### src/rtl/alarm_pkg.sv
// Shared types and helpers for the alarm annunciator.
// State encoding and beep counter width.
package alarm_pkg;

  localparam int STATE_W = 3;

  typedef enum logic [STATE_W-1:0] {
    ST_IDLE      = 3'd0,
    ST_BEEP_ON   = 3'd1,
    ST_BEEP_OFF  = 3'd2,
    ST_ESCALATED = 3'd3,
    ST_CLEARING  = 3'd4
  } state_e;

  function automatic int cw(input int esc_beeps);
    return $clog2(esc_beeps + 1);
  endfunction

endpackage

### src/rtl/alarm_timer.sv
// Down-counter shared by every timed state.
// Load wins over decrement; counting stops at zero.
module alarm_timer #(
  parameter int TMR_W = 16
) (
  input  logic             clk,
  input  logic             rst,
  input  logic             load,
  input  logic [TMR_W-1:0] load_val,
  input  logic             en,
  output logic             zero
);

  logic [TMR_W-1:0] cnt_q;
  logic [TMR_W-1:0] cnt_d;

  // next count: load, else decrement toward zero
  always_comb begin
    cnt_d = cnt_q;
    if (load) begin
      cnt_d = load_val;
    end else if (en && (cnt_q != '0)) begin
      cnt_d = cnt_q - 1'b1;
    end
  end

  // count register
  always_ff @(posedge clk) begin
    if (rst) begin
      cnt_q <= '0;
    end else begin
      cnt_q <= cnt_d;
    end
  end

  assign zero = (cnt_q == '0);

endmodule

### src/rtl/alarm_sequencer.sv
// Annunciator sequencer behind the alert latch.
// Beeps, escalates, and pulses a latch clear on ack.
module alarm_sequencer
  import alarm_pkg::*;
#(
  parameter int BEEP_ON_CYC  = 4,
  parameter int BEEP_OFF_CYC = 4,
  parameter int ESC_BEEPS    = 3,
  parameter int CLEAR_CYC    = 2,
  parameter int TMR_W        = 16
) (
  input  logic                     clk,
  input  logic                     rst,
  input  logic                     alert_q,
  input  logic                     ack,
  output logic                     buzzer,
  output logic                     lamp,
  output logic                     escalate,
  output logic                     alert_clr,
  output logic [cw(ESC_BEEPS)-1:0] beep_cnt
);

  localparam int CW = cw(ESC_BEEPS);

  localparam logic [TMR_W-1:0] ON_LD  = TMR_W'(BEEP_ON_CYC - 1);
  localparam logic [TMR_W-1:0] OFF_LD = TMR_W'(BEEP_OFF_CYC - 1);
  localparam logic [TMR_W-1:0] CLR_LD = TMR_W'(CLEAR_CYC - 1);
  localparam logic [CW-1:0]    ESC_N  = CW'(ESC_BEEPS);

  state_e          state_q;
  state_e          state_d;
  logic [CW-1:0]   cnt_q;
  logic [CW-1:0]   cnt_d;
  logic            t_load;
  logic [TMR_W-1:0] t_val;
  logic            t_en;
  logic            t_zero;

  alarm_timer #(
    .TMR_W (TMR_W)
  ) u_timer (
    .clk      (clk),
    .rst      (rst),
    .load     (t_load),
    .load_val (t_val),
    .en       (t_en),
    .zero     (t_zero)
  );

  // next state, beep count and timer control
  always_comb begin
    state_d = state_q;
    cnt_d   = cnt_q;
    t_load  = 1'b0;
    t_val   = '0;
    t_en    = 1'b0;
    case (state_q)
      ST_IDLE: begin
        if (alert_q) begin
          state_d = ST_BEEP_ON;
          cnt_d   = '0;
          t_load  = 1'b1;
          t_val   = ON_LD;
        end
      end
      ST_BEEP_ON: begin
        if (ack) begin
          state_d = ST_CLEARING;
          t_load  = 1'b1;
          t_val   = CLR_LD;
        end else if (t_zero) begin
          state_d = ST_BEEP_OFF;
          t_load  = 1'b1;
          t_val   = OFF_LD;
          if (cnt_q != ESC_N) begin
            cnt_d = cnt_q + 1'b1;
          end
        end else begin
          t_en = 1'b1;
        end
      end
      ST_BEEP_OFF: begin
        if (ack) begin
          state_d = ST_CLEARING;
          t_load  = 1'b1;
          t_val   = CLR_LD;
        end else if (t_zero) begin
          if (cnt_q == ESC_N) begin
            state_d = ST_ESCALATED;
          end else begin
            state_d = ST_BEEP_ON;
            t_load  = 1'b1;
            t_val   = ON_LD;
          end
        end else begin
          t_en = 1'b1;
        end
      end
      ST_ESCALATED: begin
        if (ack) begin
          state_d = ST_CLEARING;
          t_load  = 1'b1;
          t_val   = CLR_LD;
        end
      end
      ST_CLEARING: begin
        if (t_zero) begin
          if (alert_q) begin
            state_d = ST_BEEP_ON;
            cnt_d   = '0;
            t_load  = 1'b1;
            t_val   = ON_LD;
          end else begin
            state_d = ST_IDLE;
          end
        end else begin
          t_en = 1'b1;
        end
      end
      default: begin
        state_d = ST_IDLE;
      end
    endcase
  end

  // state and beep count registers
  always_ff @(posedge clk) begin
    if (rst) begin
      state_q <= ST_IDLE;
      cnt_q   <= '0;
    end else begin
      state_q <= state_d;
      cnt_q   <= cnt_d;
    end
  end

  // outputs decoded from registered state only
  always_comb begin
    buzzer    = 1'b0;
    lamp      = 1'b0;
    escalate  = 1'b0;
    alert_clr = 1'b0;
    case (state_q)
      ST_BEEP_ON: begin
        buzzer = 1'b1;
        lamp   = 1'b1;
      end
      ST_BEEP_OFF: begin
        lamp = 1'b1;
      end
      ST_ESCALATED: begin
        buzzer   = 1'b1;
        lamp     = 1'b1;
        escalate = 1'b1;
      end
      ST_CLEARING: begin
        lamp      = 1'b1;
        alert_clr = 1'b1;
      end
      default: begin
        buzzer = 1'b0;
      end
    endcase
  end

  assign beep_cnt = cnt_q;

endmodule

### config.mk
export PLATFORM = sky130hd
export DESIGN_NAME = alarm_sequencer
export DESIGN_NICKNAME = d
export VERILOG_FILES = /design/src/rtl/alarm_pkg.sv /design/src/rtl/alarm_timer.sv /design/src/rtl/alarm_sequencer.sv
export SDC_FILE = /design/constraint.sdc
export NUM_CORES = 1
export LEC_CHECK = 0
export CAP_MARGIN = 15
export CORE_MARGIN = 10
export CORE_UTILIZATION = 51
export CTS_CLUSTER_SIZE = 12
export DETAILED_ROUTE_END_ITERATION = 16
export HOLD_SLACK_MARGIN = 0.08
export PLACE_DENSITY = 0.74
export REMOVE_ABC_BUFFERS = 1
export SYNTH_ARGS = -nofsm -noshare
export SYNTH_HDL_FRONTEND = slang
export SYNTH_SLANG_ARGS = --single-unit
### constraint.sdc
create_clock -name clk -period 2.59 [get_ports clk]
set_clock_uncertainty 0.2 [all_clocks]
set_input_delay 0.777 -clock clk [delete_from_list [all_inputs] [get_ports clk]]
set_output_delay 0.777 -clock clk [all_outputs]
set_load 0.1 [all_outputs]
==> run summary, run 1 <==
FINAL LAYOUT
-------------------------------------------------------------------------------------------
Area delta synth->final ......................................................        22.2%
Reg area .....................................................................     423 um^2
Post-route non-filler standard cell count ....................................          192
Share of cells above drive strength 1 ........................................        21.3%
Number of nets in the layout .................................................          172
Utilization of the core after routing ........................................        67.1%
Diode count ..................................................................            0
Post-layout instance area ....................................................    1530 um^2
Final-layout fill cell count .................................................          184
Multi-input gate area ........................................................     787 um^2

SETUP PATH
-------------------------------------------------------------------------------------------
Sort of element at the start of the critical path ............................    flip-flop
Highest-delay cell along the critical path ...................................       or3b_1
Worst Path Required ..........................................................      1610 ps
Total buffers and inverters traversed by the critical path ...................            2
Critical path peak fanout ....................................................           11
Critical setup path kind .....................................................   reg -> out
Cell family with the largest share of critical-path delay .................... simple AND/OR/NAND/NOR gates
Crit end category ............................................................  output port
Slowest stage delay, CP ......................................................       470 ps
Arrival time reported for the critical path endpoint .........................      1530 ps
Crit path cell chain ......................................................... or3b_1 > inv_1 > buf_12

SYNTH
-------------------------------------------------------------------------------------------
FFs w/ async S/R, synth ......................................................           0%
Post-synthesis area per instance .............................................    8.62 um^2
Share of the synthesized area in compound gates (AO/OA/AOI/OAI) ..............        23.4%
Simple-gate portion of the synthesized area ..................................        25.5%
Dominant synthesized flop cell ...............................................      dfxtp_1
Fraction of synthesized area in multiplexers .................................        2.50%
Synth area leaders ........................................................... dfxtp_1, xor2_1, nor2_1, a21oi_1, ha_1
Adder-cell area share of the yosys netlist ...................................        3.00%
Post-Syn Area ................................................................    1250 um^2
Post-synth top area cell .....................................................      dfxtp_1
Synth Instances ..............................................................          145
Synth cell types .............................................................           43
Number of flops mapped to enable cells by yosys ..............................            0
Synthesis warning total ......................................................            0
Cell with the most instances after synthesis .................................      dfxtp_1
Share of the synthesized area in the top cell type ...........................        33.6%
Total of flip-flops plus latches after synthesis .............................           21
Main combinational cell family by area after synthesis ....................... simple AND/OR/NAND/NOR gates
Commonest cells in the synthesized netlist ................................... dfxtp_1, nor2_1, a21oi_1, xor2_1
Part of the Yosys area used for sequential elements ..........................        33.6%
Xor/xnor cell area share of the yosys netlist ................................        7.71%

GLOBAL ROUTE
-------------------------------------------------------------------------------------------
Largest net degree at the start of global routing ............................           15
Overall Global Routing Usage .................................................        11.8%
Via count of the first global-routing pass ...................................         1083
Residual overflow from global routing ........................................            0
Initial antenna violation count ..............................................            0
Wire length of the first global-routing pass .................................      4930 um

DIE
-------------------------------------------------------------------------------------------
Placement Rows ...............................................................           17
DIE WIDTH ....................................................................      69.5 um
Vertical die dimension .......................................................      69.5 um
Area of the core region ......................................................    2280 um^2
Count of boundary I/O pins ...................................................           10
Initial cell density of the core .............................................        54.9%
Area enclosed by the die boundary ............................................    4830 um^2

DRT
-------------------------------------------------------------------------------------------
Total number of vias .........................................................         1137
Remaining number of nets flagged by the antenna check after routing ..........            0
Number of vias per cell after detailed routing ...............................         5.92
Sum of routed wire length over all layers ....................................      3010 um
Post-route DRC ...............................................................            0
Router iterations before antenna repair ......................................            4
Number of design-rule violations left by the first detailed-router iteration .           47
Final routed wire length divided by cell count ...............................      15.7 um

POWER
-------------------------------------------------------------------------------------------
Maximum vdd ir drop ..........................................................   0.000782 V
Leakage power summed over all cells ..........................................     0.593 nW
Areal power density over the cells ........................................... 1300 nW/um^2
Power, Total .................................................................      1.98 mW

CLOCK NETWORK
-------------------------------------------------------------------------------------------
Clock tree from TritonCTS ....................................................        built
# hold bufs at CTS ...........................................................            0
TritonCTS buffer count .......................................................            3
Clock latency reported for the late side of the worst-skew pair ..............       320 ps
CTS Root Cell ................................................................     clkbuf_4
Clk sinks ....................................................................           21
Clock buffer depth ...........................................................            2
H-tree depth .................................................................            1
Clk pin slew, worst setup/hold paths .........................................       120 ps

TIMING
-------------------------------------------------------------------------------------------
Final Hold Fails .............................................................            0
Minimum setup slack in the final design ......................................      83.0 ps
Transition time at the pin with the least slew margin ........................       592 ps
Period minus WS final ........................................................      2510 ps
Sum of negative setup slack ..................................................         0 ps
Number of pins with negative max-slew slack in the final report ..............            0
Max transition margin ........................................................        60.4%
Final-layout worst hold slack ................................................       298 ps
Setup violations, final ......................................................            0
Fmax .........................................................................    0.399 GHz
Fraction of the cycle the final worst path needs .............................        96.8%
RSZ-0062 raised after global routing .........................................        false

HOLD PATH
-------------------------------------------------------------------------------------------
Path class of the lowest-slack min-delay path ................................   reg -> reg

PLACEMENT
-------------------------------------------------------------------------------------------
Port Buf Inserts .............................................................            9
Weighted congestion reported at the end of routability-driven placement ......        0.880
Placed Instance Area .........................................................    1480 um^2
Final HPWL DP ................................................................      2210 um
DP Worst Slack ...............................................................      -295 ps
Cell total after placement ...................................................          187

RUN STATUS
-------------------------------------------------------------------------------------------
Result of the run ............................................................ finished clean

RUN
-------------------------------------------------------------------------------------------
Max Cap Violations ...........................................................            0

-- area by class of cell --
type	instances	area share (%)
clock buffers	4	1.72
inverters	7	1.72
multi-input cells	111	51.5
flip-flops and latches	21	27.7
well taps	28	2.29
repair buffers	21	15.1
-- worst reg2reg max path: cells and delay by family (launching register included) --
kind,cells,cell delay [ps]
AOI/OAI and AO/OA,1,630
DFF,1,390
and+or+nand+nor,3,880
xor gates and xnor gates,1,160
-- cells in the final DEF, fill, tap and decap left out, types with 3 or more instances in the layout --
master    Yosys  layout
o31ai_1       4       4
xor2_1        8       8
ha_1          3       3
clkbuf_4      0       3
a21oi_1      12      12
nor3_1        4       4
nand3_1       7       7
xnor2_1       3       3
or3_1         3       3
nor2_1       17      17
dfxtp_1      21      19
nand2b_1      5       5
buf_12        0       5
inv_1         7       7
or4_1         4       3
buf_4         0      13
o41ai_1       3       3
o21ai_0       6       5
-- layer usage --
layer / track usage [%] / up-vias / wire length (um)
li1: - / 578 / -
met1: 13.8 / 529 / 1320
met2: 20.2 / 26 / 1460
met3: 4.42 / 4 / 212
met4: 1.55 / 0 / 23
met5: 0 / - / 0
-- state kept, by name (all words and copies together) (netlist names) --
name           count
state_q            3
u_timer.cnt_q     16
beep_cnt           2
-- final timing paths --
check	cells past startpoint	slack, ps	end	from
worst max-delay path	3	80	alert_clr	state_q[0]$_SDFFE_PP0P_
worst min-delay path	2	300	beep_cnt[1]$_SDFFE_PP0P_	beep_cnt[1]$_SDFFE_PP0P_
worst max register to register	5	250	u_timer.cnt_q[12]$_SDFFE_PP0P_	u_timer.cnt_q[4]$_SDFFE_PP0P_
worst min register to register	2	300	beep_cnt[1]$_SDFFE_PP0P_	beep_cnt[1]$_SDFFE_PP0P_
-- timing repair --
item | 4_1_cts | 5_1_grt
resized for setup | 0 | 6
endpoints found under the setup margin | 0 | 19
setup buffers | 0 | 1
-- logic make-up after synthesis --
family / after synthesis
AND/OR/NAND/NOR: 57
AO/OA/AOI/OAI: 37
adder cells (fa/ha/maj): 3
XOR/XNOR: 11
buffers and inverters: 13
flip-flops: 21
multiplexers: 3
-- where the power goes --
group / internal [mW] / switching, mW / leakage, nW
sequential: 0.392 / 0.0868 / 0.171
clock: 0.0604 / 0.106 / 0.0150
combinational: 0.548 / 0.790 / 0.407
Power figures use the tool's default switching activity.
==> inputs of run 2 (changes only) <==
- CORE_ASPECT_RATIO: default -> 2
- CORE_MARGIN: 10 -> default
- CORE_UTILIZATION: 51 -> 52
- PLACE_DENSITY: 0.74 -> 0.75
- SYNTH_HIERARCHICAL: default -> 1
- TNS_END_PERCENT: default -> 30
==> run 2 against run 1 <==
The run now ends with setup timing left. Clock-buffer cell count unchanged. Fmax is 7.7% lower. Utilization grew 15 points. Global-route usage rose by 18 points. Power up 1.6%. Register-to-register slack got worse by 380 ps. Worst setup slack got worse by 210 ps. Die area down 39%. Wire length up 61%. Synthesized area rose by 13%. Hold slack improved by 9.8 ps. Critical endpoint is now u_timer/cnt_q[8]$_SDFFE_PP0P_.
==> run summary, run 2 <==
SYNTH
-------------------------------------------------------------------------------------------
Number of flops mapped to enable cells by yosys ..............................            0   unchanged
FFs w/ async S/R, synth ......................................................           0%   unchanged
Synthesis warning total ......................................................            6   +6
Share of the synthesized area in the top cell type ...........................        29.8%   -3.8 points
Dominant synthesized flop cell ...............................................      dfxtp_1
Synth Instances ..............................................................          179   +23%
Part of the Yosys area used for sequential elements ..........................        29.8%   -3.8 points
Post-Syn Area ................................................................    1410 um^2   +13%
Post-synthesis area per instance .............................................    7.88 um^2   -8.6%
Commonest cells in the synthesized netlist ................................... nor2_1, dfxtp_1, a21oi_1, nor3_1
Synth area leaders ........................................................... dfxtp_1, nor2_1, xnor2_1, a21oi_1, a211oi_1
Cell with the most instances after synthesis .................................       nor2_1
Synth cell types .............................................................           49   +14%
Total of flip-flops plus latches after synthesis .............................           21   unchanged
Post-synth top area cell .....................................................      dfxtp_1

HOLD PATH
-------------------------------------------------------------------------------------------
Sink of the worst hold path .................................................. beep_cnt[1]$_SDFFE_PP0P_
Startpoint of the worst hold path ............................................ beep_cnt[1]$_SDFFE_PP0P_
Path class of the lowest-slack min-delay path ................................   reg -> reg
Cell count of the worst hold path ............................................            2   unchanged

CLOCK NETWORK
-------------------------------------------------------------------------------------------
Clock tree from TritonCTS ....................................................        built
TritonCTS buffer count .......................................................            3   unchanged
Clk pin slew, worst setup/hold paths .........................................        80 ps   -40 ps
H-tree depth .................................................................            1   unchanged
# hold bufs at CTS ...........................................................            0   unchanged
Clock buffer depth ...........................................................            2   unchanged
CTS Root Cell ................................................................     clkbuf_8
Clock latency reported for the late side of the worst-skew pair ..............       260 ps   -60 ps
Clk sinks ....................................................................           21   unchanged

FINAL LAYOUT
-------------------------------------------------------------------------------------------
Number of nets in the layout .................................................          248   +44%
Top register by number of flip-flops ......................................... u_timer/cnt_q
Share of cells above drive strength 1 ........................................        37.3%   +16 points
Number of flip-flops in the largest register .................................           16   unchanged
Post-layout instance area ....................................................    2110 um^2   +38%
Reg area .....................................................................     424 um^2   +0.30%
Area delta synth->final ......................................................        49.3%
Final-layout fill cell count .................................................          145   -21%
Commonest cells after routing, fill and taps aside ........................... buf_4, dfxtp_1, nor2_1, conb_1, a21oi_1
Most frequent standard cell in the layout excluding fill and tap cells .......        buf_4
Diode count ..................................................................            0   unchanged
Utilization of the core after routing ........................................        81.9%   +15 points
Multi-input gate area ........................................................    1060 um^2   +35%

POWER
-------------------------------------------------------------------------------------------
Leakage power summed over all cells ..........................................     0.837 nW   +41%
Maximum vdd ir drop ..........................................................   0.000697 V   -11%
Areal power density over the cells ...........................................  957 nW/um^2   -26%

DRT
-------------------------------------------------------------------------------------------
Remaining number of nets flagged by the antenna check after routing ..........            0   unchanged
Total number of vias .........................................................         1709   +50%
Sum of routed wire length over all layers ....................................      4830 um   +61%
Post-route DRC ...............................................................            0   unchanged
Number of design-rule violations left by the first detailed-router iteration .           99   +110%
Number of vias per cell after detailed routing ...............................         6.35   +7.3%
Router iterations before antenna repair ......................................            4   unchanged
Final routed wire length divided by cell count ...............................      18.0 um   +15%

TIMING
-------------------------------------------------------------------------------------------
RSZ-0062 raised after global routing .........................................         true
Minimum setup slack in the final design ......................................      -126 ps   -209 ps
Setup violations, final ......................................................           16   +16
Number of pins with negative max-slew slack in the final report ..............            0   unchanged
Final Hold Fails .............................................................            0   unchanged
Period minus WS final ........................................................      2720 ps   +209 ps
Fraction of the cycle the final worst path needs .............................         105%   +8.1 points
Fmax .........................................................................    0.368 GHz   -7.7%

PLACEMENT
-------------------------------------------------------------------------------------------
Port Buf Inserts .............................................................            9   unchanged
Final HPWL DP ................................................................      2910 um   +32%
Weighted congestion reported at the end of routability-driven placement ......        0.804   -8.7%
Placed Instance Area .........................................................    1810 um^2   +22%

GLOBAL ROUTE
-------------------------------------------------------------------------------------------
Via count of the first global-routing pass ...................................         1579   +46%
Residual overflow from global routing ........................................            0   unchanged
Overall Global Routing Usage .................................................        30.2%   +18 points
Largest net degree at the start of global routing ............................           28   +13
Wire length of the first global-routing pass .................................      6440 um   +31%
Initial antenna violation count ..............................................            0   unchanged

SETUP PATH
-------------------------------------------------------------------------------------------
Length in cells of the worst reg-to-reg path .................................           10   +5
Flop2flop setup slack ........................................................      -130 ps   -380 ps
Arrival time reported for the critical path endpoint .........................      2670 ps   +1140 ps
Critical setup path kind .....................................................   reg -> reg
End of the worst register-to-register path ................................... u_timer/cnt_q[8]$_SDFFE_PP0P_
Launch instance of the worst register-to-register path ....................... u_timer/cnt_q[9]$_SDFFE_PP0P_
Worst Path Required ..........................................................      2540 ps   +930 ps
Sort of element at the start of the critical path ............................    flip-flop
Crit end category ............................................................    flip-flop
Critical path peak fanout ....................................................           13   +2

RUN
-------------------------------------------------------------------------------------------
Max Cap Violations ...........................................................            0   unchanged

DIE
-------------------------------------------------------------------------------------------
Area of the core region ......................................................    2570 um^2   +13%
Placement Rows ...............................................................           26   +9
Initial cell density of the core .............................................        54.9%   about the same
Area enclosed by the die boundary ............................................    2940 um^2   -39%
Count of boundary I/O pins ...................................................           10   unchanged
Vertical die dimension .......................................................      75.6 um   +8.8%
DIE WIDTH ....................................................................      38.8 um   -44%

RUN STATUS
-------------------------------------------------------------------------------------------
Failing checks ............................................................... setup timing
Result of the run ............................................................ complete, but fails checks

-- run 2: power by group --
group	switching, mW	internal [mW]
clock network	0.115	0.110
logic	0.698	0.622
registers	0.0649	0.407
total	0.878	1.14
-- run 2: cell families (layout without fill, tap and decap cells) --
family	after synthesis	in the layout	share of synthesized area, %
multiplexers	1	1	0.710
buffers and inverters	15	64	6.21
adder cells (fa/ha/maj)	2	2	1.77
flip-flops	21	21	29.8
AO/OA/AOI/OAI	49	49	23.2
XOR/XNOR	10	10	6.21
AND/OR/NAND/NOR	80	80	31.8
other	1	14	0.266
-- run 2: stage by stage --
| stage | total power [mW] | setup TNS (ps) | hold WS [ps] | setup WS, ps | cells |
|---|---|---|---|---|---|
| 3_5_place_dp | 1.49 | -3010 | 302 | -414 | 254 |
| 2_1_floorplan | 1.07 | -15870 | 294 | -1150 | 183 |
| 3_3_place_gp | 1.45 | -1870 | 278 | -278 | 254 |
| 6_report | 2.02 | -1410 | 307 | -126 | 269 |
| 5_1_grt | 2.10 | -2580 | 354 | -174 | 269 |
| 4_1_cts | 1.77 | -127 | 315 | -34.3 | 262 |
-- run 2: area by class of cell --
cell class              instances  area share (%)
flip-flops and latches         21            20.1
multi-input cells             156            50.6
inverters                       6            1.31
repair buffers                 54            24.2
well taps                      28            1.66
clock buffers                   4            2.14
-- run 2: how the worst max path moves through the flow --
stage | cells past startpoint | slack, ps | start | end
after floorplan | 7 | -1150 | state_q[0]$_SDFFE_PP0P_ | u_timer/cnt_q[4]$_SDFFE_PP0P_
after global placement | 7 | -280 | ack | u_timer/cnt_q[4]$_SDFFE_PP0P_
after detailed placement | 7 | -410 | ack | u_timer/cnt_q[4]$_SDFFE_PP0P_
after CTS | 9 | -30 | u_timer/cnt_q[10]$_SDFFE_PP0P_ | u_timer/cnt_q[11]$_SDFFE_PP0P_
after global routing | 9 | -170 | u_timer/cnt_q[9]$_SDFFE_PP0P_ | u_timer/cnt_q[12]$_SDFFE_PP0P_
final | 10 | -130 | u_timer/cnt_q[9]$_SDFFE_PP0P_ | u_timer/cnt_q[8]$_SDFFE_PP0P_
-- run 2: routing by layer --
metal | GRT usage [%] | wire length, um
met2 | 56.3 | 2700
met3 | 2.92 | 221
met5 | 0 | 0
met4 | 16.9 | 183
met1 | 30.7 | 1720
-- run 2: timing repair --
item                       4_1_cts  5_1_grt
gates cloned                     0        2
resized for setup               11       24
setup endpoints to repair       17       19
buffers inserted                 4        5
pin swaps                        4       10
-- run 2: critical path, stage by stage, from the launching register on --
cell	delay (ps)
dfxtp_2	320
or4_4	540
and4bb_4	410
nand2b_4	160
a21oi_4	60
o32ai_2	320
buf_4	190
inv_6	50
clkbuf_16	170
nor2_2	120
a211oi_2	50
